File: config.mk
export PLATFORM = sky130hd
export DESIGN_NAME = mem_arbiter
export DESIGN_NICKNAME = d
export VERILOG_FILES = /design/src/rtl/mem_arbiter.sv
export SDC_FILE = /design/constraint.sdc
export NUM_CORES = 1
export LEC_CHECK = 0
export BUFFER_PORTS_ARGS = -buffer_cell sky130_fd_sc_hd__buf_2
export CAP_MARGIN = 0
export CORE_ASPECT_RATIO = 0.9
export CORE_MARGIN = 2
export CORE_UTILIZATION = 23
export DETAILED_ROUTE_END_ITERATION = 10
export SKIP_CTS_REPAIR_TIMING = 1
export SYNTH_ARGS = -nofsm -noshare
export SYNTH_HDL_FRONTEND = slang
export SYNTH_SLANG_ARGS = --single-unit
File: constraint.sdc
create_clock -name clk -period 4.2 [get_ports clk]
set_input_delay 0.63 -clock clk [delete_from_list [all_inputs] [get_ports clk]]
set_output_delay 0.63 -clock clk [all_outputs]
set_load 0.01 [all_outputs]
File: src/rtl/mem_arbiter.sv
// mem_arbiter: round-robin two-master arbiter onto one picorv32-style memory port,
// with a per-transaction timeout that forces completion with zero read data.
module mem_arbiter #(
  parameter int TIMEOUT  = 16,
  parameter bit M0_FIRST = 1'b1
) (
  input  logic        clk,
  input  logic        resetn,
  input  logic        m0_valid,
  input  logic        m0_instr,
  input  logic [3:0]  m0_wstrb,
  input  logic [31:0] m0_wdata,
  input  logic [31:0] m0_addr,
  output logic        m0_ready,
  output logic [31:0] m0_rdata,
  input  logic        m1_valid,
  input  logic        m1_instr,
  input  logic [3:0]  m1_wstrb,
  input  logic [31:0] m1_wdata,
  input  logic [31:0] m1_addr,
  output logic        m1_ready,
  output logic [31:0] m1_rdata,
  output logic        s_valid,
  output logic        s_instr,
  output logic [3:0]  s_wstrb,
  output logic [31:0] s_wdata,
  output logic [31:0] s_addr,
  input  logic        s_ready,
  input  logic [31:0] s_rdata,
  output logic        timeout_err
);
  typedef enum logic [1:0] {IDLE, BUSY, DONE} state_t;
  state_t      state_q, state_d;
  logic [7:0]  cnt_q, cnt_d;
  logic        gnt_q, gnt_d;
  logic        s_valid_q, s_valid_d, s_instr_q, s_instr_d;
  logic [3:0]  s_wstrb_q, s_wstrb_d;
  logic [31:0] s_wdata_q, s_wdata_d, s_addr_q, s_addr_d;
  logic        m0_ready_q, m0_ready_d, m1_ready_q, m1_ready_d, terr_q, terr_d;
  logic [31:0] m0_rdata_q, m0_rdata_d, m1_rdata_q, m1_rdata_d;
  logic        win, fin;
  logic [31:0] res;
  // gnt_q holds the last granted requester (1 = m1); a tie goes to the other one
  assign win = (m0_valid && m1_valid) ? ~gnt_q : m1_valid;
  assign fin = s_ready || (cnt_q == 8'(TIMEOUT - 1));
  assign res = s_ready ? s_rdata : 32'h0;
  always_comb begin
    state_d    = state_q;
    cnt_d      = cnt_q;
    gnt_d      = gnt_q;
    s_valid_d  = 1'b0;
    s_instr_d  = s_instr_q;
    s_wstrb_d  = s_wstrb_q;
    s_wdata_d  = s_wdata_q;
    s_addr_d   = s_addr_q;
    m0_ready_d = 1'b0;
    m1_ready_d = 1'b0;
    terr_d     = 1'b0;
    m0_rdata_d = m0_rdata_q;
    m1_rdata_d = m1_rdata_q;
    unique case (state_q)
      IDLE: if (m0_valid || m1_valid) begin
        state_d   = BUSY;
        gnt_d     = win;
        cnt_d     = 8'd0;
        s_valid_d = 1'b1;
        s_instr_d = win ? m1_instr : m0_instr;
        s_wstrb_d = win ? m1_wstrb : m0_wstrb;
        s_wdata_d = win ? m1_wdata : m0_wdata;
        s_addr_d  = win ? m1_addr : m0_addr;
      end
      BUSY: begin
        cnt_d     = cnt_q + 8'd1;
        s_valid_d = !fin;
        if (fin) begin
          state_d    = DONE;
          m0_ready_d = !gnt_q;
          m1_ready_d = gnt_q;
          terr_d     = !s_ready;
          m0_rdata_d = gnt_q ? m0_rdata_q : res;
          m1_rdata_d = gnt_q ? res : m1_rdata_q;
        end
      end
      default: state_d = IDLE;
    endcase
  end
  always_ff @(posedge clk or negedge resetn) begin
    if (!resetn) begin
      state_q    <= IDLE;
      cnt_q      <= 8'd0;
      gnt_q      <= M0_FIRST;
      s_valid_q  <= 1'b0;
      s_instr_q  <= 1'b0;
      s_wstrb_q  <= 4'd0;
      s_wdata_q  <= 32'd0;
      s_addr_q   <= 32'd0;
      m0_ready_q <= 1'b0;
      m1_ready_q <= 1'b0;
      terr_q     <= 1'b0;
      m0_rdata_q <= 32'd0;
      m1_rdata_q <= 32'd0;
    end else begin
      state_q    <= state_d;
      cnt_q      <= cnt_d;
      gnt_q      <= gnt_d;
      s_valid_q  <= s_valid_d;
      s_instr_q  <= s_instr_d;
      s_wstrb_q  <= s_wstrb_d;
      s_wdata_q  <= s_wdata_d;
      s_addr_q   <= s_addr_d;
      m0_ready_q <= m0_ready_d;
      m1_ready_q <= m1_ready_d;
      terr_q     <= terr_d;
      m0_rdata_q <= m0_rdata_d;
      m1_rdata_q <= m1_rdata_d;
    end
  end
  assign s_valid     = s_valid_q;
  assign s_instr     = s_instr_q;
  assign s_wstrb     = s_wstrb_q;
  assign s_wdata     = s_wdata_q;
  assign s_addr      = s_addr_q;
  assign m0_ready    = m0_ready_q;
  assign m1_ready    = m1_ready_q;
  assign m0_rdata    = m0_rdata_q;
  assign m1_rdata    = m1_rdata_q;
  assign timeout_err = terr_q;
endmodule
==> metrics.md <==
| Metric | Value |
|---|---|
| Outcome | complete, no violations |
| Number of endpoints with negative hold slack in the final report | 0 |
| Final antenna-violating net count | 0 |
| Leak Pwr | 4.260 nW |
| Highest-delay cell along the critical path | nor2_4 |
| Horizontal die dimension | 186.0 um |
| Number of DRC violations after detailed-routing iteration 0 | 198 |
| Via count of the routed design | 5307 |
| Total number of clock tree sinks | 148 |
| Crit end category | register |
| Post-synth design cell area | 0.006858 mm^2 |
| Port-buffer cells | 311 |
| Max capacitance violation total | 0 |
| H-tree levels | 4 |
| Source of the worst register-to-register timing path | state_q[1] |
| Crit path arrival time | 2.75 ns |
| Ratio of cells with drive above 1 in the final layout | 60.64% |
| Initial antenna violation count | 2 |
| Total Die Area | 0.03122 mm^2 |
| Cells along the critical path | or2_1 -> nor2_4 -> buf_4 -> mux2_2 |
| Die height | 167.8 um |
| Nets in the synthesized netlist | 682 |
| Worst Hold Class | input pin to asynchronous set/reset pin |
| Post-synthesis register bit count | 148 |
| DRC violation count after routing | 0 |
| I/O pins | 312 |
| Post-route minimum period | 2.452 ns |
| Number of library cell types mapped by synthesis | 39 |
| Mapped Cells | 506 |
| First-pass GRT wire length | 27.64 mm |
| RR Endpoint | s_addr[23] |
| Power density normalized to cell area | 726.6 mW/mm^2 |
| Clock latency on the worst-skew pair | 0.42 ns |
| Share of the clock period used by the worst path | 58.37% |
| Worst Path Required | 4.50 ns |
| Synth warnings | 0 |
| Clock transition time at the flip-flop clock pins of the worst setup and hold paths | 0.06 ns |
| Slack of the worst reg-to-reg path | 1.75 ns |
| Maximum cell stage delay along the critical path | 0.53 ns |
| Wire length reported by the detailed router | 18.12 mm |
| Pin count of the biggest net entering global routing | 88 |
| Crit path setup slack, layout | 1.748 ns |
| Final routed wire length divided by cell count | 14.92 um |
| Final net count | 981 |
| Pin slew with the least headroom to its limit | 0.8689 ns |
| TritonCTS clock tree | yes |
| Clock tree buffer depth | 2 |
| Total CTS buffers | 17 |
| Pre-antenna DRT Iters | 4 |
| CTS Root Buffer Type | clkbuf_16 |
| Synthesized area per cell | 13.55 um^2 |
| Worst setup path class | register to register |
| Starting Density | 23.52% |
| RSZ-0062 raised after global routing | no |
| Pre-CTS setup slack | 1.663 ns |
| Post-Route Setup TNS | 0 ns |
| Floorplan row count | 59 |
| Clock tree skew after final layout | 0.01134 ns |
| Worst relative slew slack | 42.07% |
| Dominant cell type by area after synthesis | dfrtp_1 |
| Highest Clock Rate | 407.9 MHz |
| Startpoint types | register |
| Logic depth of the worst register-to-register path | 4 |
| Max Slew Vio Count | 0 |
| Area Overhead vs Synth | 37.20% |
| Number of global-route vias before repair | 5249 |
| Gpl congestion | 0.7274 |
| Grt total ovfl | 0 |
| Placeable core area | 0.02916 mm^2 |
| Max VDD drop | 293.8 uV |
| Via-per-instance ratio | 4.368 |
| Count of final setup violators | 0 |
| Share of the yosys chip area belonging to registers | 54.02% |
| Overall global routing resource usage | 11.39% |
| Share of the synthesized area in the top cell type | 53.64% |
| HPWL Detailed | 12.58 mm |
| Main area contributors after synthesis | dfrtp_1 (54%), mux2_2 (23%), a22o_1 (8.3%), a21o_1 (7.0%), buf_2 (1.3%) |
| Crit-path max FO | 32 |
## state kept, by name, indices dropped and copies added, names as in the netlist
signal and cells:
s_addr 32, m1_ready 1, s_instr 1, m0_ready 1, cnt_q 8, m1_rdata 32
gnt_q 1, timeout_err 1, s_valid 1, m0_rdata 32, state_q 2, s_wstrb 4
s_wdata 32
## stage by stage
| stage | hold WS (ns) | cell area (um^2) | utilization (%) | power (mW) | instances |
|---|---|---|---|---|---|
| final | 0.2425 | 9409 | 32.27 | 6.836 | 1215 |
| after global routing | 0.3138 | 9407 | 32.26 | 7.311 | 1214 |
| after CTS | 0.2842 | 9407 | 32.26 | 6.957 | 1214 |
| after detailed placement | 0.4773 | 8813 | 30.23 | 5.357 | 1182 |
| after global placement | 0.4794 | 8813 | 30.23 | 5.292 | 1182 |
| after floorplan | 0.3344 | 6858 | - | 4.278 | 506 |
## layout by cell type, fill, tap and decap left out, types with 2 or more instances in the layout
| cell type | count |
|---|---|
| inv_1 | 3 |
| clkinv_2 | 3 |
| bufinv_16 | 3 |
| a21o_1 | 64 |
| o221ai_1 | 2 |
| o2bb2ai_1 | 2 |
| buf_2 | 310 |
| mux2_2 | 138 |
| clkinvlp_4 | 5 |
| mux2i_1 | 2 |
| dfrtp_1 | 147 |
| a22o_1 | 65 |
| o32ai_1 | 2 |
| clkinv_4 | 2 |
| nor3_1 | 2 |
| buf_4 | 8 |
| nand3_1 | 3 |
| nand2_1 | 2 |
| o31ai_1 | 2 |
| o21ai_0 | 5 |
| clkbuf_16 | 17 |
| clkbuf_1 | 2 |
| nor2_1 | 7 |
## synthesized netlist by cell type (all sizes together)
cell type  instances
clkbuf            16
o211ai             1
ha                 1
o2bb2ai            2
nand4b             1
or2                2
o32ai              2
nor4bb             1
o21ba              1
a31oi              1
dfstp              1
or3b               2
nor4               1
nand2b             1
o21ai              5
mux2i              2
mux2             138
nor2               8
a21o              64
and4b              1
a21boi             1
a21oi              1
o221ai             2
nand3b             1
dfrtp            147
nand3              3
or4                2
nor3               2
inv                3
o31ai              2
a22o              65
nand2              2
buf               24
## routing by layer
layer	vias to the layer above	track usage [%]	part of all wire [%]
met4	0	3.560	1.5
met5	-	0	0
li1	2494	-	-
met2	202	19.59	48
met3	21	4.110	8.9
met1	2590	13.17	42
## final cells by class
cell class / count / area [um^2]
Clock buffer: 19 / 432.9
Clock inverter: 13 / 160.2
Timing Repair Buffer: 320 / 1643
Antenna cell: 1 / 2.502
Tap cell: 396 / 495.5
Sequential cell: 148 / 3705
Multi-Input combinational cell: 315 / 2959
Inverter: 3 / 11.26
Fill cell: 2921 / 19750
## report_power, final
part / internal, mW / switching, mW
logic: 1.51 / 1.32
registers: 2.06 / 0.394
clock network: 0.932 / 0.616
## critical path: cells and delay by family, from the launching register on
kind                   cells  cell delay (ns)
AND/OR/NAND/NOR            2             0.90
multiplexers               1             0.39
buffers and inverters      1             0.49
flip-flops                 1             0.52
## cell families after synthesis
family                     Yosys count  share of synthesized area (%)
adders and majority gates            1                         0.1824
DFF                                148                          54.02
and+or+nand+nor                     27                          2.372
buffers and inverters               43                          3.229
muxes                              140                          22.95
AOI/OAI and AO/OA                  147                          17.24
## worst max path at each step
stage	from	to	slack (ns)	depth (start not counted)
floorplan	m1_valid	s_addr[21]	2.25	5
global placement	m0_valid	s_wdata[2]	1.71	5
detailed placement	m0_valid	s_addr[23]	1.66	5
CTS	state_q[0]	s_wdata[10]	1.69	4
global route	state_q[1]	s_wdata[1]	1.57	4
finish	state_q[1]	s_addr[23]	1.75	4
No activity file was read; power rests on OpenSTA's default activity.
